==> config.mk <==
export PLATFORM = sky130hd
export DESIGN_NAME = reg_map_table
export DESIGN_NICKNAME = d
export VERILOG_FILES = /design/src/rtl/reg_map_table.sv
export SDC_FILE = /design/constraint.sdc
export NUM_CORES = 1
export LEC_CHECK = 0
export CORE_MARGIN = 5
export CORE_UTILIZATION = 51
export CTS_BUF_LIST = sky130_fd_sc_hd__clkbuf_8 sky130_fd_sc_hd__clkbuf_16
export CTS_CLUSTER_SIZE = 40
export DETAILED_ROUTE_END_ITERATION = 16
export DONT_BUFFER_PORTS = 1
export PLACE_DENSITY = 0.71
export SLEW_MARGIN = 20
export SYNTH_ARGS = -nofsm -noshare
export SYNTH_HDL_FRONTEND = slang
export SYNTH_SLANG_ARGS = --single-unit
==> constraint.sdc <==
create_clock -name CLK -period 9.81 [get_ports CLK]
set_input_delay 1.4715 -clock CLK [delete_from_list [all_inputs] [get_ports CLK]]
set_output_delay 1.4715 -clock CLK [all_outputs]
set_load 0.005 [all_outputs]
==> src/rtl/reg_map_table.sv <==
`default_nettype none
// ============================================================================
//  Module   : reg_map_table
//  Purpose  : Architectural-to-physical register map for dispatch. Pulls new
//             destination tags from the free list on rename, undoes single
//             renames on ROB rollback, and keeps one full map snapshot per
//             free-list checkpoint column for same-cycle mispredict recovery.
//  Revision : 1.0 - initial release
// ============================================================================
module reg_map_table #(
  parameter int NUM_ARCH_REGS      = 32,
  parameter int NUM_PHYS_REGS      = 64,
  parameter int CHECKPOINT_COLUMNS = 4
) (
  input  logic                                  CLK,
  input  logic                                  nRST,
  output logic                                  DUT_error,
  input  logic [$clog2(NUM_ARCH_REGS)-1:0]      source_arch_reg_tag_A,
  input  logic [$clog2(NUM_ARCH_REGS)-1:0]      source_arch_reg_tag_B,
  output logic [$clog2(NUM_PHYS_REGS)-1:0]      source_phys_reg_tag_A,
  output logic [$clog2(NUM_PHYS_REGS)-1:0]      source_phys_reg_tag_B,
  input  logic                                  rename_valid,
  input  logic [$clog2(NUM_ARCH_REGS)-1:0]      rename_arch_reg_tag,
  output logic                                  rename_ready,
  output logic [$clog2(NUM_PHYS_REGS)-1:0]      rename_new_phys_reg_tag,
  output logic [$clog2(NUM_PHYS_REGS)-1:0]      rename_old_phys_reg_tag,
  output logic                                  free_list_dequeue_valid,
  input  logic [$clog2(NUM_PHYS_REGS)-1:0]      free_list_dequeue_phys_reg_tag,
  input  logic                                  free_list_empty,
  input  logic                                  revert_valid,
  input  logic [$clog2(NUM_ARCH_REGS)-1:0]      revert_arch_reg_tag,
  input  logic [$clog2(NUM_PHYS_REGS)-1:0]      revert_safe_phys_reg_tag,
  input  logic [$clog2(NUM_PHYS_REGS)-1:0]      revert_speculated_phys_reg_tag,
  output logic                                  free_list_revert_valid,
  output logic [$clog2(NUM_PHYS_REGS)-1:0]      free_list_revert_speculated_phys_reg_tag,
  input  logic                                  save_checkpoint_valid,
  input  logic [$clog2(CHECKPOINT_COLUMNS)-1:0] save_checkpoint_column,
  input  logic                                  restore_checkpoint_valid,
  input  logic                                  restore_checkpoint_speculate_failed,
  input  logic [$clog2(CHECKPOINT_COLUMNS)-1:0] restore_checkpoint_column,
  input  logic                                  restore_checkpoint_success
);

  localparam int c_arch_w = $clog2(NUM_ARCH_REGS);
  localparam int c_phys_w = $clog2(NUM_PHYS_REGS);

  // Live map and one snapshot of it per checkpoint column
  logic [c_phys_w-1:0] r_map  [NUM_ARCH_REGS];
  logic [c_phys_w-1:0] r_snap [CHECKPOINT_COLUMNS][NUM_ARCH_REGS];
  logic                r_dut_error;

  logic w_restore_go;
  logic w_restore_take;
  logic w_rename_accept;
  logic w_rename_writes;
  logic w_save_take;
  logic w_revert_bad;
  logic w_error_next;

  // Map-write arbitration: revert > restore > save > rename
  assign w_restore_go    = restore_checkpoint_valid & restore_checkpoint_speculate_failed;
  assign w_restore_take  = w_restore_go & restore_checkpoint_success;
  assign rename_ready    = ~free_list_empty & ~revert_valid & ~w_restore_go & ~save_checkpoint_valid;
  assign w_rename_accept = rename_valid & rename_ready;
  // Arch reg 0 is hardwired to phys 0, so it never consumes a free tag
  assign w_rename_writes = w_rename_accept & (rename_arch_reg_tag != '0);
  assign w_save_take     = save_checkpoint_valid & ~revert_valid & ~w_restore_take;

  // Lookups read the registered map only; a same-cycle write is not bypassed
  assign source_phys_reg_tag_A   = r_map[source_arch_reg_tag_A];
  assign source_phys_reg_tag_B   = r_map[source_arch_reg_tag_B];
  assign rename_old_phys_reg_tag = r_map[rename_arch_reg_tag];
  assign rename_new_phys_reg_tag = (rename_arch_reg_tag != '0) ? free_list_dequeue_phys_reg_tag : '0;
  assign free_list_dequeue_valid = w_rename_writes;

  assign free_list_revert_valid                   = revert_valid;
  assign free_list_revert_speculated_phys_reg_tag = revert_speculated_phys_reg_tag;

  // A rollback must undo exactly the mapping currently held, and never arch 0
  assign w_revert_bad = revert_valid &
                        ((r_map[revert_arch_reg_tag] != revert_speculated_phys_reg_tag) |
                         (revert_arch_reg_tag == '0));
  // Rename while empty cannot happen through rename_ready; kept as a self-check
  assign w_error_next = w_revert_bad | (w_rename_accept & free_list_empty);

  assign DUT_error = r_dut_error;

  // Map, snapshot and error-flag update with identity-map reset
  always_ff @(posedge CLK) begin
    if (!nRST) begin
      r_dut_error <= 1'b0;
      for (int i = 0; i < NUM_ARCH_REGS; i++) begin
        r_map[i] <= c_phys_w'(i);
        for (int c = 0; c < CHECKPOINT_COLUMNS; c++) begin
          r_snap[c][i] <= c_phys_w'(i);
        end
      end
    end else begin
      r_dut_error <= w_error_next;

      if (revert_valid) begin
        r_map[revert_arch_reg_tag] <= revert_safe_phys_reg_tag;
      end else if (w_restore_take) begin
        for (int i = 0; i < NUM_ARCH_REGS; i++) begin
          r_map[i] <= r_snap[restore_checkpoint_column][i];
        end
      end else if (w_rename_writes) begin
        r_map[rename_arch_reg_tag] <= free_list_dequeue_phys_reg_tag;
      end

      // Snapshot captures the map as it stood before this cycle's update
      if (w_save_take) begin
        for (int i = 0; i < NUM_ARCH_REGS; i++) begin
          r_snap[save_checkpoint_column][i] <= r_map[i];
        end
      end
    end
  end

endmodule
`default_nettype wire
# == After elaboration in Yosys (flattened, before gate mapping) ==
# Memories as Yosys holds them, arrays and structs flattened.
# Index checks and enable logic that the tools add are counted.
# W data, S select, Z words.
# classes
n_bitwise,50
muxes,58
eq_ne,1
n_reduce_logical,5
# ops
op,count
$mux W6,35
$mux W192,1
$reduce_or A192 Y1,1
$or A1 B1 Y1,34
$mux W1,19
$reduce_or A6 Y1,2
$and A1 B1 Y1,11
$mux W5,2
$ne A6 B6 Y1,1
$logic_not A5 Y1,1
$not A1 Y1,5
$reduce_bool A5 Y1,1
$mux W2,1
# totals
mem_count,2
register_bits,1
input_bits,51
mem_bits_rw,960
# mem_list
name,words,word_bits,rd,rd_ports_with_merged_regs,wr,line_no,text
r_snap,4,192,1,0,4,49,logic [c_phys_w-1:0] r_snap [CHECKPOINT_COLUMNS][NUM_ARCH_REGS];
r_map,32,6,36,0,32,48,logic [c_phys_w-1:0] r_map [NUM_ARCH_REGS];

# == Depth between registers and ports, before layout ==
# logic_depth
word_depth,13
ltp_mapped,10

# == Least setup slack after synthesis ==
# Ideal clock, no wire load.
# synth_timing
kind,input to register
from,input port restore_checkpoint_valid
to,memory r_snap[1][0] (netlist bit) (enable)
slack_ns,1.769
arrival_ns,7.455
stages,8
cell_sequence,and3_1 > nor3b_2 > nand2_1 > nor2_1 > and2_1 > clkbuf_1 > clkbuf_1 > nand2b_1
# synth_lines
element,line_no,text
start: declaration,38,"input logic restore_checkpoint_valid,"
end: declaration,49,

==> impl_metrics.yaml <==
yosys:
  muxShareOfSynthArea: 0.219
  synth_most_common_cell: "edfxtp_1"
  ys_ff_latch: 961
  yosys_warnings: 0
  synthesis.area_sq_um: 47900
  synth_top_family_by_area: "multiplexers"
  avgSynthCellArea_sq_um: 15.9
  synth_xor_area_frac: 0.00110
  yosys.area_share.simple: 0.132
  synth-edff-count: 960
  synthCells: 3021
  ys_top_cells_by_area: "edfxtp_1 60%, mux4_2 19%, and2_1 4.5%, nand2b_1 4.3%, mux2i_1 2.3%"
  ys_types: 59
  async_reset_ff_frac: 0
  synthFlopType: "edfxtp_1"
  synth_fa_ha_area_frac: 0
  synth_fp_nets: 3072
  synth_top_area_cell: "edfxtp_1"
  seq_area_frac_synth: 0.602
  ys_top_cells_by_count: "960 x edfxtp_1, 409 x mux4_2, 348 x and2_1, 327 x nand2b_1, 209 x nand2_1"
  synth-compound-area-share: 0.0232
  yosysTopAreaCellShare: 0.601
floorplanning:
  initial_core_util: 0.514
  die_w_microns: 317
  ioPinCount: 85
  fp.dieArea_sq_um: 100000
  rows: 112
  die_y_microns: 317
  core_sq_um: 93300
worst_hold_path:
  worst_hold_path_type: "reg -> reg"
  hold_end: "r_snap[3][149]$_SDFFCE_PN0P_"
  hold_depth: 1
  hp-start: "r_map[7][5]$_DFFE_PP_"
detailed_routing:
  post_drt_via_cell_ratio: 6.67
  drc: 0
  routed-via-count: 28200
  wl_per_cell_microns: 32.1
  dr.first_iter.drc_count: 3995
  ant_nets: 0
  drtPass1Iterations: 8
  wl_microns: 136000
pwr:
  power_frac_comb: 0.063
  powerDensity_nw_per_um2: 170
  switching_share: 0.222
  power_frac_clock: 0.400
  peakVddDrop_mv: 0.123
  seqPwrFrac: 0.537
  p_int_w: 0.00686
  p_switching_w: 0.00196
  p_leak_nw: 16.4
placed_design:
  place_congestion: 0.936
  dp_slack_ns: 4.51
  placed_cell_area_sq_um: 48900
  port_buffers: 0
  place_hpwl_microns: 82100
outcome:
  status: "completed"
clock_network:
  cts_setup_buffers: 0
  cts_tree: "built"
  postCtsResizedCells: 0
  clock_path_buffers: 3
  cts_buffers: 96
  clkTransAtPathRegs_ns: 0.06
  cts_hold_buf: 0
  htree_levels: 3
  clock-sinks: 961
  cts-root-buf: "clkbuf_16"
  insertion_delay_ns: 0.68
grt:
  antenna_found_initial: 9
  grt_use_total: 0.272
  grt_max_degree: 193
  use_met3: 0.109
  grt_use_met2: 0.405
  busiest_layer: "met2"
  grt-ovfl-total: 0
  grt_pass1_vias: 28200
  met1_usage: 0.367
  grt_pass1_wl_microns: 198000
timing:
  layout_setup_ws_ns: 5.00
  worst_clock_skew_ns: 0.0235
  grt_setup_unrepaired: "no"
  hold_viol: 0
  setup_tns_ns: 0
  worst-slew-pin-transition_ns: 1.17
  fmax_mhz: 208
  timing.hold.ws_ns: 0.682
  drv_slew: 0
  min_period_over_period: 0.490
  setup_viol: 0
  finalCriticalPeriod_ns: 4.81
  max_slew_margin: 0.217
worst_setup_path:
  worst-path-max-fanout: 51
  crit_path_end_kind: "flop"
  critical-path-top-delay-family: "simple AND/OR/NAND/NOR gates"
  cpMostUsedCell: "nand2_1"
  path_buf_inv: 0
  cp_cell_sequence: "nor2_1 -> nand2_1 -> and4_2 -> nand2_1 -> o22ai_2 -> and2_1 -> nand2b_1"
  startpoint_type: "input pin"
  worst_r2r_endpoint: "DUT_error$_SDFF_PN0_"
  cp_slowest_cell: "and4_2"
  r2r-start: "r_map[30][3]$_DFFE_PP_"
  reg2reg_slack_ns: 6.46
  crit_type: "in -> reg"
  critical-path-max-stage-delay_ns: 0.98
  rr_worst_depth: 7
  critPathRequiredTime_ns: 10.15
  critical_path_arrival_ns: 5.14
finish:
  fin_area_sq_um: 51900
  synthToLayoutAreaGrowth_pct: 8.26
  finalCoreUtilization: 0.556
  final_layout_size_suffix_gt1_frac: 0.211
  nNetsFinal: 2953
run:
  max_cap_viol_count: 0
stage by stage:
step                      total power (W)  instances
final                             0.00882       4235
after global placement            0.00534       4058
after floorplan                   0.00525       3021
after detailed placement          0.00536       4058
after CTS                         0.00883       4230
after global routing              0.00905       4231
registers in the layout, indices dropped and copies added, names as in the netlist:
signal     cells
DUT_error      1
r_map        192
r_snap       768
power groups by stage:
stage	registers (W)	clock network (W)	logic, W
detailed placement	0.00482	0	0.000540
global route	0.00474	0.00374	0.000572
finish	0.00473	0.00353	0.000554
floorplan	0.00479	0	0.000458
CTS	0.00473	0.00356	0.000544
global placement	0.00480	0	0.000537
metal layers:
layer / up-vias / routed length [microns]
met3: 287 / 20100
met4: 8 / 5250
met5: - / 49
li1: 11400 / -
met2: 1837 / 61800
met1: 14700 / 48900
final cells by class:
class | count | area, sq um
repair buffers | 36 | 308
clock buffers | 97 | 2430
multi-input cells | 1800 | 18100
clock inverters | 75 | 556
inverters | 7 | 26.3
flip-flops and latches | 961 | 28800
fillers | 7228 | 41400
diodes | 5 | 12.5
well taps | 1254 | 1570
worst max-delay path by stage:
stage               cells after the start                startpoint                            to  slack [ns]
floorplan                               8  restore_checkpoint_valid    r_snap[1][0]$_SDFFCE_PN1P_        1.77
global placement                        7  restore_checkpoint_valid  r_snap[0][126]$_SDFFCE_PN0P_        4.58
detailed placement                      7    rename_arch_reg_tag[0]        r_map[19][3]$_DFFE_PP_        4.51
CTS                                     7    rename_arch_reg_tag[0]        r_map[19][0]$_DFFE_PP_        5.20
global route                            7    rename_arch_reg_tag[0]        r_map[19][4]$_DFFE_PP_        4.96
finish                                  7    rename_arch_reg_tag[0]        r_map[19][0]$_DFFE_PP_        5.00
cell families after synthesis:
logic type | after synthesis
compound gates | 158
mux | 537
xor+xnor | 6
flops | 961
buf+inv | 260
simple gates | 1099
cell usage in the layout (no fill, tap or decap), drive strengths merged, types with 6 or more instances in the layout:
| cell type | count |
|---|---|
| clkbuf | 97 |
| mux2i | 110 |
| clkinv | 39 |
| o21ai | 77 |
| nor2 | 12 |
| edfxtp | 960 |
| nand2 | 221 |
| nand3 | 13 |
| nor2b | 47 |
| mux2 | 18 |
| nand2b | 327 |
| mux4 | 409 |
| buf | 36 |
| inv | 34 |
| o221ai | 6 |
| a22oi | 6 |
| and2 | 348 |
| a21oi | 9 |
| a31oi | 7 |
| bufinv | 7 |
| o22a | 31 |
| and3 | 115 |
Note: power is estimated with default switching activity, not from simulation.
